`src/rtl/wb_retire_queue.sv`:
```
// wb_retire_queue: in-order write-back retire queue between MEM and the
// register file. Accepts one MEM result per cycle (valid/allowin), picks the
// final result at enqueue, retires at most one entry per cycle into the
// regfile write port (paused by rf_stall), and exposes two forwarding query
// ports that return the youngest pending value for a register.
// Optional feature macro: WB_TRACE_EN adds the debug_wb_* trace ports and the
// per-entry PC storage that feeds them.
module wb_retire_queue #(
  parameter int DATA_W = 32,
  parameter int REG_AW = 5,
  parameter int DEPTH  = 2
) (
  input  logic              clk,
  input  logic              resetn,
  input  logic              ms_valid,
  output logic              wb_allowin,
  input  logic [DATA_W-1:0] ms_pc,
  input  logic              ms_gr_we,
  input  logic [REG_AW-1:0] ms_dest,
  input  logic [DATA_W-1:0] ms_mem_result,
  input  logic [DATA_W-1:0] ms_alu_result,
  input  logic              ms_rfrom_mem,
  input  logic              rf_stall,
  output logic              rf_we,
  output logic [REG_AW-1:0] rf_waddr,
  output logic [DATA_W-1:0] rf_wdata,
  input  logic [REG_AW-1:0] q_raddr1,
  input  logic [REG_AW-1:0] q_raddr2,
  output logic              q_hit1,
  output logic              q_hit2,
  output logic [DATA_W-1:0] q_data1,
  output logic [DATA_W-1:0] q_data2
`ifdef WB_TRACE_EN
  ,
  output logic [DATA_W-1:0] debug_wb_pc,
  output logic [3:0]        debug_wb_rf_we,
  output logic [REG_AW-1:0] debug_wb_rf_wnum,
  output logic [DATA_W-1:0] debug_wb_rf_wdata
`endif
);

  localparam int PTR_W = $clog2(DEPTH);
  localparam int CNT_W = PTR_W + 1;
  localparam logic [CNT_W-1:0] DEPTH_C = CNT_W'(DEPTH);

  logic [PTR_W-1:0]  wr_ptr_q, wr_ptr_d;
  logic [PTR_W-1:0]  rd_ptr_q, rd_ptr_d;
  logic [CNT_W-1:0]  count_q, count_d;
  logic [DEPTH-1:0]  we_q, we_d;
  logic [REG_AW-1:0] dest_q   [DEPTH];
  logic [REG_AW-1:0] dest_d   [DEPTH];
  logic [DATA_W-1:0] result_q [DEPTH];
  logic [DATA_W-1:0] result_d [DEPTH];
`ifdef WB_TRACE_EN
  logic [DATA_W-1:0] pc_q     [DEPTH];
  logic [DATA_W-1:0] pc_d     [DEPTH];
`else
  // PC is only needed for the trace port; keep the input but drop its storage.
  logic unused_ms_pc;
  assign unused_ms_pc = ^ms_pc;
`endif

  logic enq;
  logic deq;

  // Handshake, pointer/count arithmetic and the entry write at the tail.
  always_comb begin
    // NOTE: every combinational output gets a default before any branch, so
    // no path leaves a value unassigned and no latch is inferred.
    deq        = (count_q != '0) && !rf_stall;
    wb_allowin = (count_q < DEPTH_C) || deq;
    enq        = ms_valid && wb_allowin;

    wr_ptr_d = wr_ptr_q + PTR_W'(enq);
    rd_ptr_d = rd_ptr_q + PTR_W'(deq);
    count_d  = count_q + CNT_W'(enq) - CNT_W'(deq);

    we_d     = we_q;
    dest_d   = dest_q;
    result_d = result_q;
`ifdef WB_TRACE_EN
    pc_d     = pc_q;
`endif
    if (enq) begin
      we_d[wr_ptr_q]     = ms_gr_we && (ms_dest != '0);
      dest_d[wr_ptr_q]   = ms_dest;
      result_d[wr_ptr_q] = ms_rfrom_mem ? ms_mem_result : ms_alu_result;
`ifdef WB_TRACE_EN
      pc_d[wr_ptr_q]     = ms_pc;
`endif
    end
  end

  // State registers; reset discards every pending entry.
  always_ff @(posedge clk) begin
    // NOTE: sequential state uses non-blocking assignments only, so all
    // flops sample their _d values from the same pre-edge snapshot.
    if (!resetn) begin
      wr_ptr_q <= '0;
      rd_ptr_q <= '0;
      count_q  <= '0;
      we_q     <= '0;
      // NOTE: entry storage is cleared on reset on purpose: the head fields
      // drive rf_waddr/rf_wdata/debug ports, which must read zero after reset.
      for (int i = 0; i < DEPTH; i++) begin
        dest_q[i]   <= '0;
        result_q[i] <= '0;
`ifdef WB_TRACE_EN
        pc_q[i]     <= '0;
`endif
      end
    end else begin
      wr_ptr_q <= wr_ptr_d;
      rd_ptr_q <= rd_ptr_d;
      count_q  <= count_d;
      we_q     <= we_d;
      for (int i = 0; i < DEPTH; i++) begin
        dest_q[i]   <= dest_d[i];
        result_q[i] <= result_d[i];
`ifdef WB_TRACE_EN
        pc_q[i]     <= pc_d[i];
`endif
      end
    end
  end

  // Regfile write port is driven straight from the head entry.
  always_comb begin
    rf_we    = deq && we_q[rd_ptr_q];
    rf_waddr = dest_q[rd_ptr_q];
    rf_wdata = result_q[rd_ptr_q];
  end

  // Forwarding lookup: walk oldest to youngest so the youngest match wins.
  always_comb begin
    logic [PTR_W-1:0] idx;
    logic             live;
    q_hit1  = 1'b0;
    q_data1 = '0;
    q_hit2  = 1'b0;
    q_data2 = '0;
    idx     = '0;
    live    = 1'b0;
    for (int i = 0; i < DEPTH; i++) begin
      idx  = rd_ptr_q + PTR_W'(i);
      live = (CNT_W'(i) < count_q) && we_q[idx];
      if (live && (q_raddr1 != '0) && (dest_q[idx] == q_raddr1)) begin
        q_hit1  = 1'b1;
        q_data1 = result_q[idx];
      end
      if (live && (q_raddr2 != '0) && (dest_q[idx] == q_raddr2)) begin
        q_hit2  = 1'b1;
        q_data2 = result_q[idx];
      end
    end
  end

`ifdef WB_TRACE_EN
  // Trace mirrors the retire port; meaningful only on retire cycles.
  always_comb begin
    debug_wb_pc       = pc_q[rd_ptr_q];
    debug_wb_rf_we    = {4{rf_we}};
    debug_wb_rf_wnum  = rf_waddr;
    debug_wb_rf_wdata = rf_wdata;
  end
`endif

endmodule
```
`config.mk`:
```
export PLATFORM = sky130hd
export DESIGN_NAME = wb_retire_queue
export DESIGN_NICKNAME = d
export VERILOG_FILES = /design/src/rtl/wb_retire_queue.sv
export SDC_FILE = /design/constraint.sdc
export NUM_CORES = 1
export LEC_CHECK = 0
export BUFFER_PORTS_ARGS = -buffer_cell sky130_fd_sc_hd__buf_2
export CAP_MARGIN = 20
export CORE_AREA = 8 8 166 90
export DETAILED_ROUTE_END_ITERATION = 10
export DIE_AREA = 0 0 174 98
export PLACE_DENSITY = 0.86
export SLEW_MARGIN = 20
export SYNTH_ARGS = -nofsm -noshare
export SYNTH_HDL_FRONTEND = slang
export SYNTH_SLANG_ARGS = --single-unit
```
`constraint.sdc`:
```
create_clock -name clk -period 5.4 [get_ports clk]
set_input_delay 0.81 -clock clk [delete_from_list [all_inputs] [get_ports clk]]
set_output_delay 0.81 -clock clk [all_outputs]
set_load 0.02 [all_outputs]
```
After elaboration in Yosys (flattened, before gate mapping) --
Cells that the tools add are included.
Cells by class: muxes and demuxes 34, reductions and logical operators 22, bitwise operators 3, magnitude comparators 11, add/sub/neg operators 5, equal/unequal tests 4
Operators with widths (number):
- $mux W32 | 12
- $bwmux W64 | 1
- $mux W5 | 7
- $demux W32 S1 | 1
- $eq A5 B5 Y1 | 4
- $logic_and A1 B1 Y1 | 16
- $reduce_bool A5 Y1 | 3
- $bwmux W10 | 1
- $mux W1 | 9
- $ge A2 B2 Y1 const B | 3
- $lt A1 B2 Y1 const B | 3
- $not A1 Y2 | 3
- $demux W5 S1 | 1
- $lt A1 B2 Y1 const A | 2
- $add A1 B1 Y1 | 2
- $add A2 B1 Y2 | 1
- $bwmux W2 | 1
- $lt A2 B1 Y1 const B | 1
- $lt A2 B2 Y1 const B | 1
- $reduce_bool A2 Y1 | 1
- $sub A2 B1 Y2 | 1
- $add A1 B1 Y1 const B | 1
- $demux W1 S1 | 1
- $ge A1 B1 Y1 const B | 1
- 2 further kinds | 2
Word-level totals: register bits 80, input bits 117, output and inout bits 105, logic and storage cells 87

Logic depth before layout (Yosys ltp) --
Gate-level depths: netlist of the first run.
word-level depth 8, mapped depth 9, gate-level depth less buffers 7

Worst setup path after synthesis of the first run --
Ideal clock, no wire load.
kind input port to output port, start point input port q_raddr2[1], end point output port q_data2[22], buffers on the path 2, data required time 4.590 ns, arrival time 2.490 ns, cell stages on the path 7, setup slack 2.100 ns, cells stage by stage or4_1 -> o211ai_1 -> or4_1 -> buf_2 -> nor2_4 -> buf_2 -> o211ai_1
Between the ends: longest elaborated chain between the ends 5, elaborated cells between the ends (all ways) 9, classes of those cells eq/ne: 2; mux: 2; reduce/logical: 5
Ends and longest elaborated chain:
- start: declaration | RTL line 28 | input logic [REG_AW-1:0] q_raddr2,
- $reduce_bool A5 Y1 | RTL line 151 | if (live && (q_raddr2 != '0) && (dest_q[idx] == q_raddr2)) begin
- $logic_and A1 B1 Y1 (2 in a row) | RTL line 151
- $mux W32 | RTL line 151
- $mux W32 * | RTL line 151
- end: declaration | RTL line 32 | output logic [DATA_W-1:0] q_data2
Every way passes the cells marked *; elsewhere a longest branch is shown, timed or not.

Worst setup path in the final report of the first run --
start point register rd_ptr_q, end point output port q_data1[7]
Between the ends: longest elaborated chain between the ends 8, elaborated cells between the ends (all ways) 29, classes of those cells add/sub: 1; eq/ne: 2; mux: 18; bitwise: 2; reduce/logical: 6
Ends and longest elaborated chain:
- start: declaration | RTL line 47 | logic [PTR_W-1:0] rd_ptr_q, rd_ptr_d;
- start signal: assignment | RTL line 114 | rd_ptr_q <= rd_ptr_d;
- $add A1 B1 Y1 or $not A1 Y2 (tied branches) | RTL line 145, 147, 149
- $not A1 Y2 (not written as such) or $mux W5 (tied branches) | RTL line 147, 149
- $mux W5 (not written as such) (2 in a row) | RTL line 147 | if (live && (q_raddr1 != '0) && (dest_q[idx] == q_raddr1)) begin
- $mux W5 (not written as such) or $eq A5 B5 Y1 (tied branches) | RTL line 147
- $eq A5 B5 Y1 or $logic_and A1 B1 Y1 (tied branches) | RTL line 147
- $logic_and A1 B1 Y1 or $mux W32 (tied branches) | RTL line 147
- $mux W32 * | RTL line 147
- end: declaration | RTL line 31 | output logic [DATA_W-1:0] q_data1,
Every way passes the cells marked *; elsewhere a longest branch is shown, timed or not. The select of a mux whose other input is x is not followed.

==> results of run 1 <==
==> state kept, by name (all words and copies together), names as in the netlist <==
register	cells
count_q	2
dest_q	10
rd_ptr_q	1
result_q	64
we_q	2
wr_ptr_q	1
==> final timing paths <==
path                              startpoint      endpoint  slack (ns)  cells past startpoint
worst max-delay path                rd_ptr_q    q_data1[7]        0.92                      6
worst max register to register    count_q[1]     dest_q[6]        3.02                      6
worst min register to register  result_q[33]  result_q[33]        0.49                      1
worst min-delay path            result_q[33]  result_q[33]        0.49                      1
==> cell families (layout without fill, tap and decap cells) <==
family / Yosys count / after routing / share of synthesized area
AOI/OAI and AO/OA: 304 / 304 / 0.3626
buffers and inverters: 121 / 227 / 0.07846
adders and majority gates: 2 / 2 / 0.003607
and+or+nand+nor: 274 / 274 / 0.2210
muxes: 50 / 50 / 0.07576
DFF: 80 / 80 / 0.2309
xor gates and xnor gates: 22 / 22 / 0.02778
==> power breakdown <==
part,leakage [uW],total [uW],internal [uW],switching (uW)
Clock,0.000156,645,395,250
Combinational,0.00312,860,281,579
Sequential,0.000659,761,668,92.8
Total,0.00394,2270,1340,922
==> metal layers <==
layer	vias up	part of all wire	track usage
met5	-	0	0
met4	0	0.014	0.07511
met3	42	0.13	0.07666
met2	589	0.43	0.4119
met1	3649	0.43	0.3734
li1	3526	-	-
==> worst max-delay path: cells and delay by family, from the launching register on <==
kind,cells,cell delay [ns]
AND/OR/NAND/NOR,2,1.66
flip-flops,1,0.58
AO/OA/AOI/OAI,1,0.35
multiplexers,1,0.34
buffers and inverters,1,0.25
XOR/XNOR,1,0.14
==> metrics by stage <==
step	power [uW]	std cells	setup slack, ns	instance area (um^2)	utilization
floorplan	1375	853	2.100	6937	-
global placement	1586	1119	1.351	7767	0.6051
detailed placement	1607	1119	1.308	7767	0.6051
CTS	2253	1135	1.024	8078	0.6292
global route	2368	1135	0.8684	8078	0.6292
finish	2266	1135	0.9167	8078	0.6292
==> Yosys cell counts, types with 2 or more instances <==
cell type  count  area [um^2]
a21o_1        34        255.2
nand4_1       64        400.4
and3_1         2        12.51
ha_1           2        25.02
o211ai_1     132        991.0
mux2_2         2        22.52
o21ai_0        2        10.01
nor4_2         3        37.54
nor2_4         2        22.52
inv_1          7        26.28
nor2_1         5        18.77
buf_1         10        37.54
or2_1          2        12.51
or4_1          5        37.54
clkbuf_1      69        259.0
a21boi_0       6        45.04
mux2i_1       42        420.4
buf_6          5        56.30
nor2b_1       71        444.2
and2_1        36        225.2
xnor2_1       21        183.9
mux2i_2        6        82.58
buf_2         24        120.1
nand2_1       81        304.0
o211a_1       64        640.6
dfxtp_1       80         1602
buf_4          6        45.04
o2111ai_1     64        560.5
==> layout make-up <==
cell class,count,area (um^2)
Clock buffer,13,270.3
Clock inverter,3,40.04
Fill cell,1153,4760
Inverter,7,26.28
Multi-Input combinational cell,652,4857
Sequential cell,80,1605
Tap cell,176,220.2
Timing Repair Buffer,204,1059
==> out/results.md, run 1 <==
| Stage | Parameter | This run |
|---|---|---|
| cts | Number of instances resized during post-cts repair | 0 |
| synth | Register bit total from synthesis | 80 |
| floorplanning | I/O pin count | 222 |
| setup path | Highest-delay cell along the critical path | nor2_4 |
| synth | YS warnings | 0 |
| power and ir drop | Leakage power | 0.003938 uW |
| synth | Number of flops mapped to enable cells by yosys | 0 |
| cts | Cts bufs inserted | 9 |
| detailed routing | Detail Route Antenna Nets | 0 |
| cells and area | Commonest cells after routing, fill and taps aside | buf_2 (189), o211ai_1 (132), nand2_1 (81), dfxtp_1 (79), nor2b_1 (71) |
| setup path | Critical path cell sequence | mux2i_2, xnor2_1, or4_1, nor2_4, o211ai_1, buf_2 |
| cts | # H-tree levels | 3 |
| sta | Actual slew at the worst max-slew pin | 1.071 ns |
| detailed routing | Number of detailed-routing iterations run before antenna repair | 6 |
| synth | Netlist area before placement | 0.006937 mm^2 |
| place | PortBufs | 189 |
| global route | Pin count of the biggest net entering global routing | 115 |
| global route | Vias in the first global route | 7195 |
| floorplanning | Die area | 0.01705 mm^2 |
| sta | Number of hold-slack violations in the final timing report | 0 |
| sta | Unrepaired setup endpoints after global routing | false |
| synth | Count of distinct cell types in the synthesized netlist | 34 |
| detailed routing | Post-detailed-route wirelength per cell | 21.89 um |
| sta | Tightest slew margin relative to the limit | 0.2860 |
| synth | Avg Synthesized Cell Area | 8.132 um^2 |
| cts | Hold-fix buffers, CTS | 0 |
| floorplanning | Floorplan die width | 174 um |
| setup path | Required time of the critical path | 4.59 ns |
| sta | Fmax | 223.0 MHz |
| sta | Setup Viol. Count Final | 0 |
| outcome | Outcome | complete, no violations |
| synth | Most used flip-flop cell after synthesis | dfxtp_1 |
| cts | Worst skew pair latency | 0.34 ns |
| power and ir drop | Total power density per cell area | 280.5 mW/mm^2 |
| detailed routing | Vias post-DR | 7806 |
| setup path | Element type at the critical path start | flip-flop |
| cts | Maximum clock insertion buffer count | 2 |
| setup path | Critical path type | flip-flop to output port |
| cells and area | Antenna cells | 0 |
| global route | Wire length of the first global-routing pass | 38.87 mm |
| setup path | Sort of element at the end of the critical path | output port |
| detailed routing | Vias/cell | 6.878 |
| sta | Final Max Slew Viols | 0 |
| floorplanning | Placement Rows | 30 |
| synth | Part of the Yosys area used for sequential elements | 0.2309 |
| detailed routing | Routed Wire Length | 24.84 mm |
| setup path | Peak per-stage delay on the critical path | 0.84 ns |
| cts | Sink count of the clock tree | 80 |
| cts | CTS tree | yes |
| sta | Share of the clock period used by the worst path | 0.8302 |
| floorplanning | Area of the placeable core | 0.01284 mm^2 |
| floorplanning | DIE HEIGHT | 98 um |
| sta | Final TNS setup | 0 ns |
| global route | All-layer global routing usage | 0.2730 |
| sta | Fin Clk Skew | 0.005963 ns |
| cts | Post-CTS Setup Repair Bufs | 0 |
| hold path | Worst hold path type | flip-flop to flip-flop |
| global route | Aggregate global routing overflow | 0 |
| place | Global placement routability congestion | 0.8832 |
| cts | Clk Tree Root Cell | clkbuf_16 |
| sta | Worst hold margin | 0.4893 ns |
| detailed routing | Initial detailed-routing violation count | 1161 |
| detailed routing | Post-route DRC | 0 |
| floorplanning | Starting density of the core | 0.5404 |
| synth | Nets in the synthesized netlist | 972 |
| cts | Clock-pin slew of the registers on the worst-case setup and hold paths | 0.06 ns |
| flow run | # Max-Cap Violations | 0 |
| cells and area | Ratio of cells with drive above 1 in the final layout | 0.2513 |
| power and ir drop | Peak supply drop | 167.0 uV |
| global route | Number of antenna violations at the first check in global routing | 0 |
| cells and area | Area growth, synth to finish | 16.45% |
| setup path | Arrival time at the worst endpoint | 3.67 ns |
| synth | Synthesized netlist cell count | 853 |
| synth | Fraction of synthesis flops using an asynchronous set or reset pin | 0 |
| cells and area | Layout net count | 1073 |
| cells and area | Leading cell type in the layout, fill and taps excluded | buf_2 |
| place | Half-perimeter wire length after placement | 15.70 mm |
| sta | Shortest period the worst path allows | 4.483 ns |
| setup path | Biggest fanout along the worst timing path | 33 |
Note: power is estimated with default switching activity, not from simulation.
==> inputs of run 2 (changes only) <==
ABC_AREA = 1   (was default)
CORE_AREA = 8 8 170 92   (was 8 8 166 90)
DIE_AREA = 0 0 178 100   (was 0 0 174 98)
PLACE_DENSITY = 0.76   (was 0.86)
clock period = 3.82 ns   (was 5.4 ns; I/O delays follow)
==> out/results.md, run 2 <==
| Stage | Parameter | This run | Change |
|---|---|---|---|
| hold path | Min-Delay Startpoint | result_q[4] |  |
| cts | Cts bufs inserted | 9 | unchanged |
| setup path | Peak per-stage delay on the critical path | 0.56 ns | -0.28 ns |
| cells and area | Leading cell type in the layout, fill and taps excluded | nand2_1 |  |
| setup path | Number of cell instances on the worst register-to-register path | 10 | +4 |
| floorplanning | DIE HEIGHT | 100 um | +2.0% |
| synth | Register bit total from synthesis | 80 | unchanged |
| floorplanning | Area of the placeable core | 0.01318 mm^2 | +2.6% |
| synth | Most common cell in the synthesized netlist | nand2_1 |  |
| power and ir drop | Leakage power | 0.003668 uW | -6.8% |
| sta | Final setup slack of the worst path | 0.3125 ns | -0.6041 ns |
| global route | Met3 capacity usage during global routing | 0.08358 | +0.006927 |
| cts | Worst skew pair latency | 0.33 ns | about the same |
| cts | Clk Tree Root Cell | clkbuf_16 |  |
| floorplanning | Die area | 0.01780 mm^2 | +4.4% |
| synth | Area fraction of the dominant cell type after synthesis | 0.2755 | +0.04463 |
| power and ir drop | Peak supply drop | 224.4 uV | +34% |
| setup path | Required time of the critical path | 3.25 ns | -1.34 ns |
| setup path | Critical path type | flip-flop to output port |  |
| sta | Fmax | 285.1 MHz |  |
| global route | All-layer global routing usage | 0.2404 | -0.03258 |
| flow run | # Max-Cap Violations | 0 | unchanged |
| setup path | Cell repeated most along the worst path | nand2_1 |  |
| global route | Peak-usage layer in the global routing report | met2 |  |
| synth | YS warnings | 0 | unchanged |
| synth | Synth Area in XOR/XNOR | 0.001507 | -0.02627 |
| floorplanning | Floorplan die width | 178 um | +2.3% |
| sta | Shortest period the worst path allows | 3.507 ns |  |
| sta | Setup Viol. Count Final | 0 | unchanged |
| cells and area | Regs by FF count | result_q: 64 flops, dest_q: 10 flops |  |
| global route | Aggregate global routing overflow | 0 | unchanged |
| sta | Number of hold-slack violations in the final timing report | 0 | unchanged |
| synth | Avg Synthesized Cell Area | 6.138 um^2 | -25% |
| floorplanning | I/O pin count | 222 | unchanged |
| cts | # H-tree levels | 3 | unchanged |
| synth | Top post-synthesis cells by area | dfxtp_1 (28%), nand2_1 (14%), o21ai_0 (12%), nand3_1 (8.6%), inv_1 (8.0%) |  |
| detailed routing | Detail Route Antenna Nets | 0 | unchanged |
| sta | Unrepaired setup endpoints after global routing | false |  |
| sta | Share of the clock period used by the worst path | 0.9182 |  |
| cells and area | Area growth, synth to finish | 23.31% |  |
| synth | Most used flip-flop cell after synthesis | dfxtp_1 |  |
| setup path | Worst R2R End | result_q[40] |  |
| place | Half-perimeter wire length after placement | 14.83 mm | -5.6% |
| sta | Fin Clk Skew | 0.008331 ns | +0.002368 ns |
| cts | Clock-pin slew of the registers on the worst-case setup and hold paths | 0.06 ns | about the same |
| synth | Fraction of the mapped netlist area in simple logic gates | 0.3205 | +0.09953 |
| place | PortBufs | 189 | unchanged |
| cells and area | Ratio of cells with drive above 1 in the final layout | 0.2432 | -0.008109 |
| synth | Number of flops mapped to enable cells by yosys | 0 | unchanged |
| detailed routing | Vias post-DR | 7063 | -9.5% |
| setup path | Biggest fanout along the worst timing path | 58 | +76% |
| detailed routing | Initial detailed-routing violation count | 757 | -35% |
| synth | Share of the synthesized area in compound gates (AO/OA/AOI/OAI) | 0.1935 | -0.1691 |
| setup path | Sort of element at the end of the critical path | output port |  |
| setup path | Critical path origin | rd_ptr_q |  |
| synth | Multiplexer fraction of the synthesized cell area | 0.06199 | -0.01377 |
| place | Global placement routability congestion | 0.9416 | +6.6% |
| detailed routing | Post-route DRC | 0 | unchanged |
| cells and area | Antenna cells | 0 | unchanged |
| hold path | Worst hold path type | flip-flop to flip-flop |  |
| synth | Adder-cell share of the synthesized area | 0.004305 | +0.0006973 |
| synth | Synthesized netlist cell count | 947 | +11% |
| outcome | Outcome | complete, no violations |  |
| synth | Netlist area before placement | 0.005813 mm^2 | -16% |
| detailed routing | Post-detailed-route wirelength per cell | 17.17 um | -22% |
| power and ir drop | Total power density per cell area | 517.1 mW/mm^2 | +84% |
| cells and area | Layout net count | 1216 | +13% |
| detailed routing | Number of detailed-routing iterations run before antenna repair | 6 | unchanged |
| synth | Part of the Yosys area used for sequential elements | 0.2755 | +0.04463 |
| cells and area | Max FFs per register | 64 | unchanged |
| cells and area | Commonest cells after routing, fill and taps aside | nand2_1 (211), buf_2 (189), o21ai_0 (144), inv_1 (123), nand3_1 (100) |  |
| synth | Largest area contributor in the netlist | dfxtp_1 |  |
| sta | Final Max Slew Viols | 0 | unchanged |
| cts | Maximum clock insertion buffer count | 2 | unchanged |
| setup path | Destination of the critical timing path | q_data2[16] |  |
| setup path | Critical path cell sequence | buf_6, o21ai_1, nor2_1, nand2_1, nor2_4, nand3_2, buf_12, nand3_1, nand2_1, buf_2 |  |
| place | Worst slack at placement | 0.2177 ns | -1.090 ns |
| synth | Count of distinct cell types in the synthesized netlist | 27 | -21% |
| floorplanning | Starting density of the core | 0.4412 | -0.09914 |
| global route | Met2 GRT Util | 0.3505 | -0.06146 |
| cts | CTS tree | yes |  |
| global route | Wire length of the first global-routing pass | 34.49 mm | -11% |
| cells and area | Register name with the most flops | result_q |  |
| cts | Sink count of the clock tree | 80 | unchanged |
| detailed routing | Routed Wire Length | 21.94 mm | -12% |
| sta | Actual slew at the worst max-slew pin | 1.090 ns | +0.01939 ns |
| setup path | Reg-to-reg critical path startpoint | count_q[1] |  |
| setup path | Arrival time at the worst endpoint | 2.93 ns | -0.74 ns |
| global route | Pin count of the biggest net entering global routing | 59 | -49% |
| synth | Nets in the synthesized netlist | 1066 | +9.7% |
| synth | Dominant combinational cell family by area after synthesis | simple AND/OR/NAND/NOR gates |  |
| synth | Fraction of synthesis flops using an asynchronous set or reset pin | 0 | unchanged |
| global route | Routing usage on met1 | 0.3345 | -0.03885 |
| global route | Vias in the first global route | 6522 | -9.4% |
| sta | Tightest slew margin relative to the limit | 0.2723 | -0.01371 |
| synth | Most frequent cells after synthesis | nand2_1 (212), o21ai_0 (144), inv_1 (124) |  |
| global route | Number of antenna violations at the first check in global routing | 0 | unchanged |
| setup path | Element type at the critical path start | flip-flop |  |
| detailed routing | Vias/cell | 5.527 | -20% |
| setup path | Highest-delay cell along the critical path | dfxtp_4 |  |
| floorplanning | Placement Rows | 30 | unchanged |
| setup path | Register-to-Register Setup Slack | 1.67 ns | -1.35 ns |
| sta | Final TNS setup | 0 ns | unchanged |
## run 2: what timing repair did
action / CTS / global route
resized for setup: 0 / 1
setup buffers: 0 / 7
endpoints found under the setup margin: 39 / 64
gates cloned: 3 / 0
hold buffers: 0 / 0
pin swaps: 3 / 3
## run 2: report_power, final
| group | internal (uW) | switching, uW | leakage [uW] | total (uW) |
|---|---|---|---|---|
| Sequential | 1030 | 139 | 0.000659 | 1170 |
| Clock | 479 | 342 | 0.000130 | 822 |
| Combinational | 479 | 1240 | 0.00288 | 1720 |
| Total | 1990 | 1720 | 0.00367 | 3710 |
## run 2: area by class of cell
type                    instances  area, um^2
well taps                     176       220.2
inverters                     127       476.7
flip-flops and latches         80        1605
fillers                      1329        6007
repair buffers                212        1167
clock buffers                  12       257.7
clock inverters                 4       27.53
multi-input cells             667        3413
## run 2: metrics by stage
step | instances | util | cell area (um^2) | power [uW] | hold slack, ns
detailed placement | 1252 | 0.5161 | 6800 | 2778 | 0.4554
global placement | 1252 | 0.5161 | 6800 | 2754 | 0.4521
CTS | 1271 | 0.5392 | 7104 | 3649 | 0.4643
floorplan | 947 | - | 5813 | 2313 | 0.4391
finish | 1278 | 0.5441 | 7168 | 3706 | 0.4648
global route | 1278 | 0.5441 | 7168 | 3964 | 0.4864
## run 2: logic make-up (layout without fill, tap and decap cells)
kind of cell | count (synthesis) | count (layout)
flip-flops | 80 | 80
multiplexers | 32 | 32
AO/OA/AOI/OAI | 224 | 224
adder cells (fa/ha/maj) | 2 | 2
XOR/XNOR | 1 | 1
buffers and inverters | 203 | 355
AND/OR/NAND/NOR | 405 | 408
## run 2: critical path, delay by kind of cell, from the launching register on
family | cells | cell delay [ns]
simple gates | 6 | 1.10
flops | 1 | 0.56
buf+inv | 3 | 0.84
compound gates | 1 | 0.09
## run 2: worst min-delay path by stage
stage / end / depth (start not counted)
detailed placement: result_q[18] / 2
floorplan: result_q[0] / 2
finish: result_q[4] / 2
global placement: result_q[21] / 2
CTS: result_q[18] / 2
global route: result_q[21] / 2
## run 2: layer usage
metal / vias up / part of all wire / wire length, um
met5: - / 0 / 0
met4: 0 / 0.0094 / 206
met3: 27 / 0.13 / 2845
met2: 422 / 0.40 / 8846
met1: 3160 / 0.46 / 10040
li1: 3454 / - / -
